### src/rtl/mem_arbiter.sv
// Two-cache memory arbiter: grants one requester at a time and forwards one read or write to memory.
// Tie-break: ARB_ROUND_ROBIN_EN alternates on ties; when it is undefined, cache 0 always wins a tie.
module mem_arbiter (
  input  logic        clk,
  input  logic        rst,
  input  logic        C0_MRead_request,
  input  logic        C1_MRead_request,
  input  logic        C0_MWrite_request,
  input  logic        C1_MWrite_request,
  input  logic [7:0]  C0_MAddress,
  input  logic [7:0]  C1_MAddress,
  input  logic [7:0]  C0_MWrite_data,
  input  logic [7:0]  C1_MWrite_data,
  output logic [31:0] C0_MRead_data,
  output logic [31:0] C1_MRead_data,
  output logic        C0_MRead_ready,
  output logic        C1_MRead_ready,
  output logic        C0_MWrite_done,
  output logic        C1_MWrite_done,
  output logic        MRead_request,
  output logic        MWrite_request,
  output logic [7:0]  MAddress,
  output logic [7:0]  MWrite_data,
  input  logic [31:0] MRead_data,
  input  logic        MRead_ready,
  input  logic        MWrite_done,
  output logic [1:0]  grant
);

  typedef enum logic [1:0] {IDLE, BUSY, RELEASE} state_t;

  state_t      state_q, state_d;
  logic        win_q, win_d;
  logic        wr_q, wr_d;
  logic [7:0]  addr_q, addr_d;
  logic [7:0]  wdata_q, wdata_d;
  logic [1:0]  grant_q, grant_d;
  logic        mrd_q, mrd_d;
  logic        mwr_q, mwr_d;
  logic [31:0] c0_rdata_q, c0_rdata_d;
  logic [31:0] c1_rdata_q, c1_rdata_d;
  logic        c0_rready_q, c0_rready_d;
  logic        c1_rready_q, c1_rready_d;
  logic        c0_wdone_q, c0_wdone_d;
  logic        c1_wdone_q, c1_wdone_d;

  logic c0_act, c1_act, tie_win, win_sel, win_req;

  assign c0_act  = C0_MRead_request | C0_MWrite_request;
  assign c1_act  = C1_MRead_request | C1_MWrite_request;
  assign win_sel = (c0_act && c1_act) ? tie_win : c1_act;
  assign win_req = win_q ? c1_act : c0_act;

`ifdef ARB_ROUND_ROBIN_EN
  // last_q holds the index of the most recent winner; a tie goes to the other cache
  logic last_q, last_d;
  assign tie_win = ~last_q;
`else
  assign tie_win = 1'b0;
`endif

  always_comb begin
    state_d     = state_q;
    win_d       = win_q;
    wr_d        = wr_q;
    addr_d      = addr_q;
    wdata_d     = wdata_q;
    grant_d     = grant_q;
    mrd_d       = mrd_q;
    mwr_d       = mwr_q;
    c0_rdata_d  = c0_rdata_q;
    c1_rdata_d  = c1_rdata_q;
    c0_rready_d = 1'b0;
    c1_rready_d = 1'b0;
    c0_wdone_d  = 1'b0;
    c1_wdone_d  = 1'b0;
`ifdef ARB_ROUND_ROBIN_EN
    last_d      = last_q;
`endif
    case (state_q)
      IDLE: begin
        if (c0_act || c1_act) begin
          win_d   = win_sel;
          wr_d    = win_sel ? C1_MWrite_request : C0_MWrite_request;
          addr_d  = win_sel ? C1_MAddress : C0_MAddress;
          wdata_d = win_sel ? C1_MWrite_data : C0_MWrite_data;
          grant_d = win_sel ? 2'b10 : 2'b01;
          state_d = BUSY;
        end
      end
      BUSY: begin
        // First BUSY cycle has no memory request yet; issue it one cycle after the grant
        if (!mrd_q && !mwr_q) begin
          mrd_d = ~wr_q;
          mwr_d = wr_q;
        end else if (mrd_q && MRead_ready) begin
          mrd_d = 1'b0;
          if (win_q) begin
            c1_rdata_d  = MRead_data;
            c1_rready_d = 1'b1;
          end else begin
            c0_rdata_d  = MRead_data;
            c0_rready_d = 1'b1;
          end
          state_d = RELEASE;
        end else if (mwr_q && MWrite_done) begin
          mwr_d = 1'b0;
          if (win_q) c1_wdone_d = 1'b1;
          else       c0_wdone_d = 1'b1;
          state_d = RELEASE;
        end
      end
      RELEASE: begin
        if (!win_req) begin
          grant_d = 2'b00;
`ifdef ARB_ROUND_ROBIN_EN
          last_d  = win_q;
`endif
          state_d = IDLE;
        end
      end
      default: state_d = IDLE;
    endcase
  end

  always_ff @(posedge clk or negedge rst) begin
    if (!rst) begin
      state_q     <= IDLE;
      win_q       <= 1'b0;
      wr_q        <= 1'b0;
      addr_q      <= 8'h00;
      wdata_q     <= 8'h00;
      grant_q     <= 2'b00;
      mrd_q       <= 1'b0;
      mwr_q       <= 1'b0;
      c0_rdata_q  <= 32'h0;
      c1_rdata_q  <= 32'h0;
      c0_rready_q <= 1'b0;
      c1_rready_q <= 1'b0;
      c0_wdone_q  <= 1'b0;
      c1_wdone_q  <= 1'b0;
`ifdef ARB_ROUND_ROBIN_EN
      last_q      <= 1'b1;
`endif
    end else begin
      state_q     <= state_d;
      win_q       <= win_d;
      wr_q        <= wr_d;
      addr_q      <= addr_d;
      wdata_q     <= wdata_d;
      grant_q     <= grant_d;
      mrd_q       <= mrd_d;
      mwr_q       <= mwr_d;
      c0_rdata_q  <= c0_rdata_d;
      c1_rdata_q  <= c1_rdata_d;
      c0_rready_q <= c0_rready_d;
      c1_rready_q <= c1_rready_d;
      c0_wdone_q  <= c0_wdone_d;
      c1_wdone_q  <= c1_wdone_d;
`ifdef ARB_ROUND_ROBIN_EN
      last_q      <= last_d;
`endif
    end
  end

  assign MRead_request  = mrd_q;
  assign MWrite_request = mwr_q;
  assign MAddress       = addr_q;
  assign MWrite_data    = wdata_q;
  assign grant          = grant_q;
  assign C0_MRead_data  = c0_rdata_q;
  assign C1_MRead_data  = c1_rdata_q;
  assign C0_MRead_ready = c0_rready_q;
  assign C1_MRead_ready = c1_rready_q;
  assign C0_MWrite_done = c0_wdone_q;
  assign C1_MWrite_done = c1_wdone_q;

endmodule

### config.mk
export PLATFORM = sky130hd
export DESIGN_NAME = mem_arbiter
export DESIGN_NICKNAME = d
export VERILOG_FILES = /design/src/rtl/mem_arbiter.sv
export SDC_FILE = /design/constraint.sdc
export NUM_CORES = 1
export LEC_CHECK = 0
export BUFFER_PORTS_ARGS = -buffer_cell sky130_fd_sc_hd__buf_2
export CAP_MARGIN = 20
export CORE_AREA = 2 2 93 95
export CTS_CLUSTER_SIZE = 30
export DETAILED_ROUTE_END_ITERATION = 7
export DIE_AREA = 0 0 95 97
export PLACE_DENSITY_LB_ADDON = 0.25
export SYNTH_ARGS = -nofsm -noshare
export SYNTH_HDL_FRONTEND = slang
export SYNTH_SLANG_ARGS = --single-unit
### constraint.sdc
create_clock -name clk -period 2.1 [get_ports clk]
set_input_delay 0.42 -clock clk [delete_from_list [all_inputs] [get_ports clk]]
set_output_delay 0.42 -clock clk [all_outputs]
set_load 0.005 [all_outputs]
==> impl_results.rst <==
.. list-table::
   :header-rows: 1

   * - Metric
     - Value
   * - Number of distinct library cells after synthesis
     - 36
   * - Port bufs
     - between 150 and 200
   * - Worst setup slack before clock tree synthesis
     - just over 0.4 ns
   * - Cts hold-fix bufs
     - 0
   * - TritonCTS clock tree
     - done
   * - Simple-gate share of the synthesized area
     - between 7 and 8%
   * - Count of instances resized after the clock tree is built
     - 0
   * - Peak clock frequency supported by timing
     - 591 MHz
   * - Cells after Synth
     - ~240
   * - Switching power share of the total
     - 28.9%
   * - Final critical delay including setup and external delays
     - 1.69 ns
   * - Height of the die
     - 97 um
   * - Fraction of layout cells with a size suffix above 1
     - 65.5%
   * - Adder and majority cell fraction of the synthesized area
     - 0%
   * - End of the worst register-to-register path
     - C1_MRead_data[0]
   * - Worst endpoint required time
     - ~2.3 ns
   * - Uppermost signal routing layer after detailed routing
     - met4
   * - Final setup viols
     - 0
   * - Post-synthesis register bit count
     - 92
   * - X dimension of the die
     - 95 um
   * - Placed cell count
     - 503
   * - Proportion of power drawn by flip-flops and latches
     - 42.1%
   * - Total length of routed met2 wires
     - 3620 um
   * - Worst-Margin Slew
     - 0.475 ns
   * - Total net switching power
     - 2.11 mW
   * - Run status
     - finished, final reports clean
   * - Total Negative Setup Slacks
     - 0 ns
   * - Post-route clock period utilization
     - 80.6%
   * - Maxcap violations
     - 0
   * - Count of antenna diodes in the layout
     - 0
   * - Highest fanout seen on the critical path
     - 9
   * - Std-Cell Rows
     - 33
   * - Met3 WL
     - 548 um
   * - Relative contribution of the clock network to total power
     - 21.3%
   * - H-Tree Depth
     - 3
   * - Setup repair after global routing missed its margin
     - false
   * - Detailed-router iteration count before antenna repair
     - 4
   * - Area delta synth->final
     - 31.2%
   * - Number of pins exceeding their max-slew limit in the final report
     - 0
   * - Post-route worst setup slack
     - approximately 0.41 ns
   * - Placer congestion estimate
     - roughly 0.84
   * - Number of filler cells placed in the layout
     - 676
   * - Fraction of synthesized area in multiplexers
     - 21.7%
   * - Leakage dissipation
     - 2.57 nW
   * - Kind of critical path
     - reg -> reg
   * - Final setup skew
     - 0.0125 ns
   * - Critical path arrival
     - approximately 1.9 ns
   * - Die Area
     - 9220 um2
   * - Crit. End Element
     - register
   * - Clock transition time at the flip-flop clock pins of the worst setup and hold paths
     - about 0.090 ns
   * - Worst slew margin
     - 68.4%
   * - Global-route wire length before repair
     - ~13000 um
   * - Part of the total power dissipated in combinational logic
     - 36.6%
   * - Placeable core area
     - 8130 um2
   * - Share of synthesized area occupied by flip-flops and latches
     - roughly 60%
   * - Cell at the root of the clock tree
     - clkbuf_8
   * - Number of sinks handled by clock tree synthesis
     - 92
   * - Peak VDD IR
     - 0.000642 V
   * - Design internal power
     - 5.19 mW
   * - Number of buffers on the longest clock path
     - 2
   * - Number of DRC violations after detailed routing
     - 0
   * - Worst Reg-to-Reg Cells
     - 4
   * - Parity-gate share of the synthesized area counting xor and xnor cells
     - 0%
   * - Total overflow reported by the global router
     - 0
   * - Startpoint of the worst-slack reg-to-reg timing path
     - state_q[1]
   * - Insertion delay to the later sink of the worst-skew pair
     - 0.35 ns
   * - Hold WC Path Type
     - in -> async
   * - Post-synthesis net count
     - around 310
   * - Average cell area after synthesis
     - 15.8 um2
   * - Number of global-route vias before repair
     - 2669
   * - Number of nets still failing antenna checks after routing
     - 0
   * - Detail-routed via count per cell
     - 5.08
   * - M1 WL
     - 3740 um
   * - Post-Syn Area
     - around 3800 um2
   * - Complex-gate fraction of the synthesized area
     - 7.84%
   * - Number of buffers created by CTS
     - 9
   * - Power density cells
     - 1450 nW/um2
   * - Top Ports
     - 160
   * - Number of nets at the end of the flow
     - 481
   * - Final Hold Violating Endpoints
     - 0
   * - Routed via count
     - 2637
   * - DRC marker count from the first detailed-route iteration
     - 42
   * - Number of standard cells in the layout, taps in and fillers out
     - 519
   * - Main combinational cell family by area after synthesis
     - multiplexers
   * - Dpl hpwl
     - 5900 um
   * - Average routed wire per standard cell
     - around 15 um
   * - Number of antenna violations at the first check in global routing
     - 0
   * - Pin count of the biggest net entering global routing
     - 40
   * - Initial Util
     - 47.1%
   * - Total Routed Length
     - 8000 um
   * - Worst-case register-to-register setup slack
     - 0.41 ns
   * - Global-route usage over all layers
     - 17.7%
   * - Number of warning messages in the yosys log
     - 0
   * - Post-CTS Setup Repair Bufs
     - 0
   * - Launching element type of the critical path
     - register
cells by family (layout without fill, tap and decap cells):
kind of cell | count (synthesis) | after routing
flops | 92 | 92
mux | 64 | 64
simple gates | 36 | 36
compound gates | 34 | 34
buf+inv | 16 | 188
layer usage:
metal  vias to the layer above  global-route usage (%)
met4                         0                    5.80
met1                      1308                    25.1
li1                       1225                       -
met3                         9                    3.97
met5                         -                       0
met2                        95                    27.1
sequential cells by signal, summed over array words and instances, names as in the netlist, 2 cells and up:
name	cells
MAddress	8
state_q	2
C1_MRead_data	32
C0_MRead_data	32
grant	2
MWrite_data	8
synthesized netlist by cell type:
library cell | number | area, um2
nand3b_4 | 1 | 20.0
o21ai_0 | 5 | 25.0
or2_4 | 1 | 8.76
or3_1 | 16 | 100
and2b_1 | 1 | 7.51
o31ai_1 | 1 | 7.51
mux2_2 | 35 | 394
nand2b_1 | 1 | 6.26
nand4_4 | 1 | 21.3
o221a_2 | 15 | 169
nor2_4 | 2 | 22.5
nand3_1 | 1 | 5.00
o21bai_1 | 1 | 7.51
nand4b_1 | 1 | 8.76
o21ba_2 | 1 | 10.0
nor4_4 | 1 | 21.3
and4_1 | 1 | 8.76
o32a_1 | 1 | 10.0
a21o_1 | 2 | 15.0
a211oi_1 | 1 | 7.51
o21a_1 | 2 | 15.0
a21oi_1 | 3 | 15.0
nor3b_1 | 1 | 7.51
mux2_4 | 29 | 435
o211ai_1 | 1 | 7.51
buf_2 | 3 | 15.0
buf_6 | 7 | 78.8
o221a_1 | 1 | 11.3
nor4b_1 | 1 | 8.76
nor2_2 | 1 | 6.26
or2_2 | 1 | 6.26
clkbuf_1 | 2 | 7.51
inv_1 | 4 | 15.0
dfrtp_1 | 92 | 2300
nor3_1 | 2 | 10.0
nand2_1 | 3 | 11.3
per-stage QoR:
step                total power [mW]  area (um2)  hold WS (ns)  util (%)
finish                          7.30        5020        0.0309      61.7
global placement                5.74        4750         0.414      58.4
global route                    7.80        5020        0.0405      61.7
CTS                             7.39        5020        0.0311      61.7
floorplan                       4.68        3830         0.124         -
detailed placement              5.83        4750         0.424      58.4
worst max-delay path by stage:
stage / start / to / cells past startpoint
6_report: state_q[1] / C1_MRead_data[0] / 4
4_1_cts: state_q[1] / C1_MRead_data[0] / 4
5_1_grt: state_q[1] / C1_MRead_data[0] / 4
2_1_floorplan: state_q[1] / C0_MRead_data[10] / 4
3_5_place_dp: state_q[1] / C1_MRead_data[0] / 4
3_3_place_gp: MRead_ready / C0_MRead_data[1] / 5
final cells by class:
cell class | count | area, um2 | area share (%)
Clock buffer | 11 | 141 | 2.82
Multi-Input combinational cell | 134 | 1410 | 28.1
Tap cell | 105 | 131 | 2.62
Inverter | 4 | 15.0 | 0.299
Timing Repair Buffer | 168 | 891 | 17.7
Sequential cell | 92 | 2300 | 45.8
Clock inverter | 5 | 131 | 2.62
critical path: stages, from the launching register on:
cell,delay [ns]
dfrtp_1,0.45
and2b_1,0.28
nand4_4,0.26
buf_4,0.29
mux2_4,0.31
layout by cell type (no fill, tap or decap), types with 4 or more instances in the layout:
cell type	n
buf_2	158
dfrtp_1	92
mux2_2	35
mux2_4	29
or3_1	16
o221a_2	15
clkbuf_8	10
buf_4	8
o21ai_0	5
inv_1	4
bufinv_16	4
power groups by stage:
stage | clock (mW) | sequential [mW] | combinational [mW]
6_report | 1.56 | 3.07 | 2.67
5_1_grt | 1.68 | 3.19 | 2.93
4_1_cts | 1.59 | 3.08 | 2.72
3_5_place_dp | 0 | 3.10 | 2.72
3_3_place_gp | 0 | 3.10 | 2.64
2_1_floorplan | 0 | 3.12 | 1.56
Power figures use the tool's default switching activity.
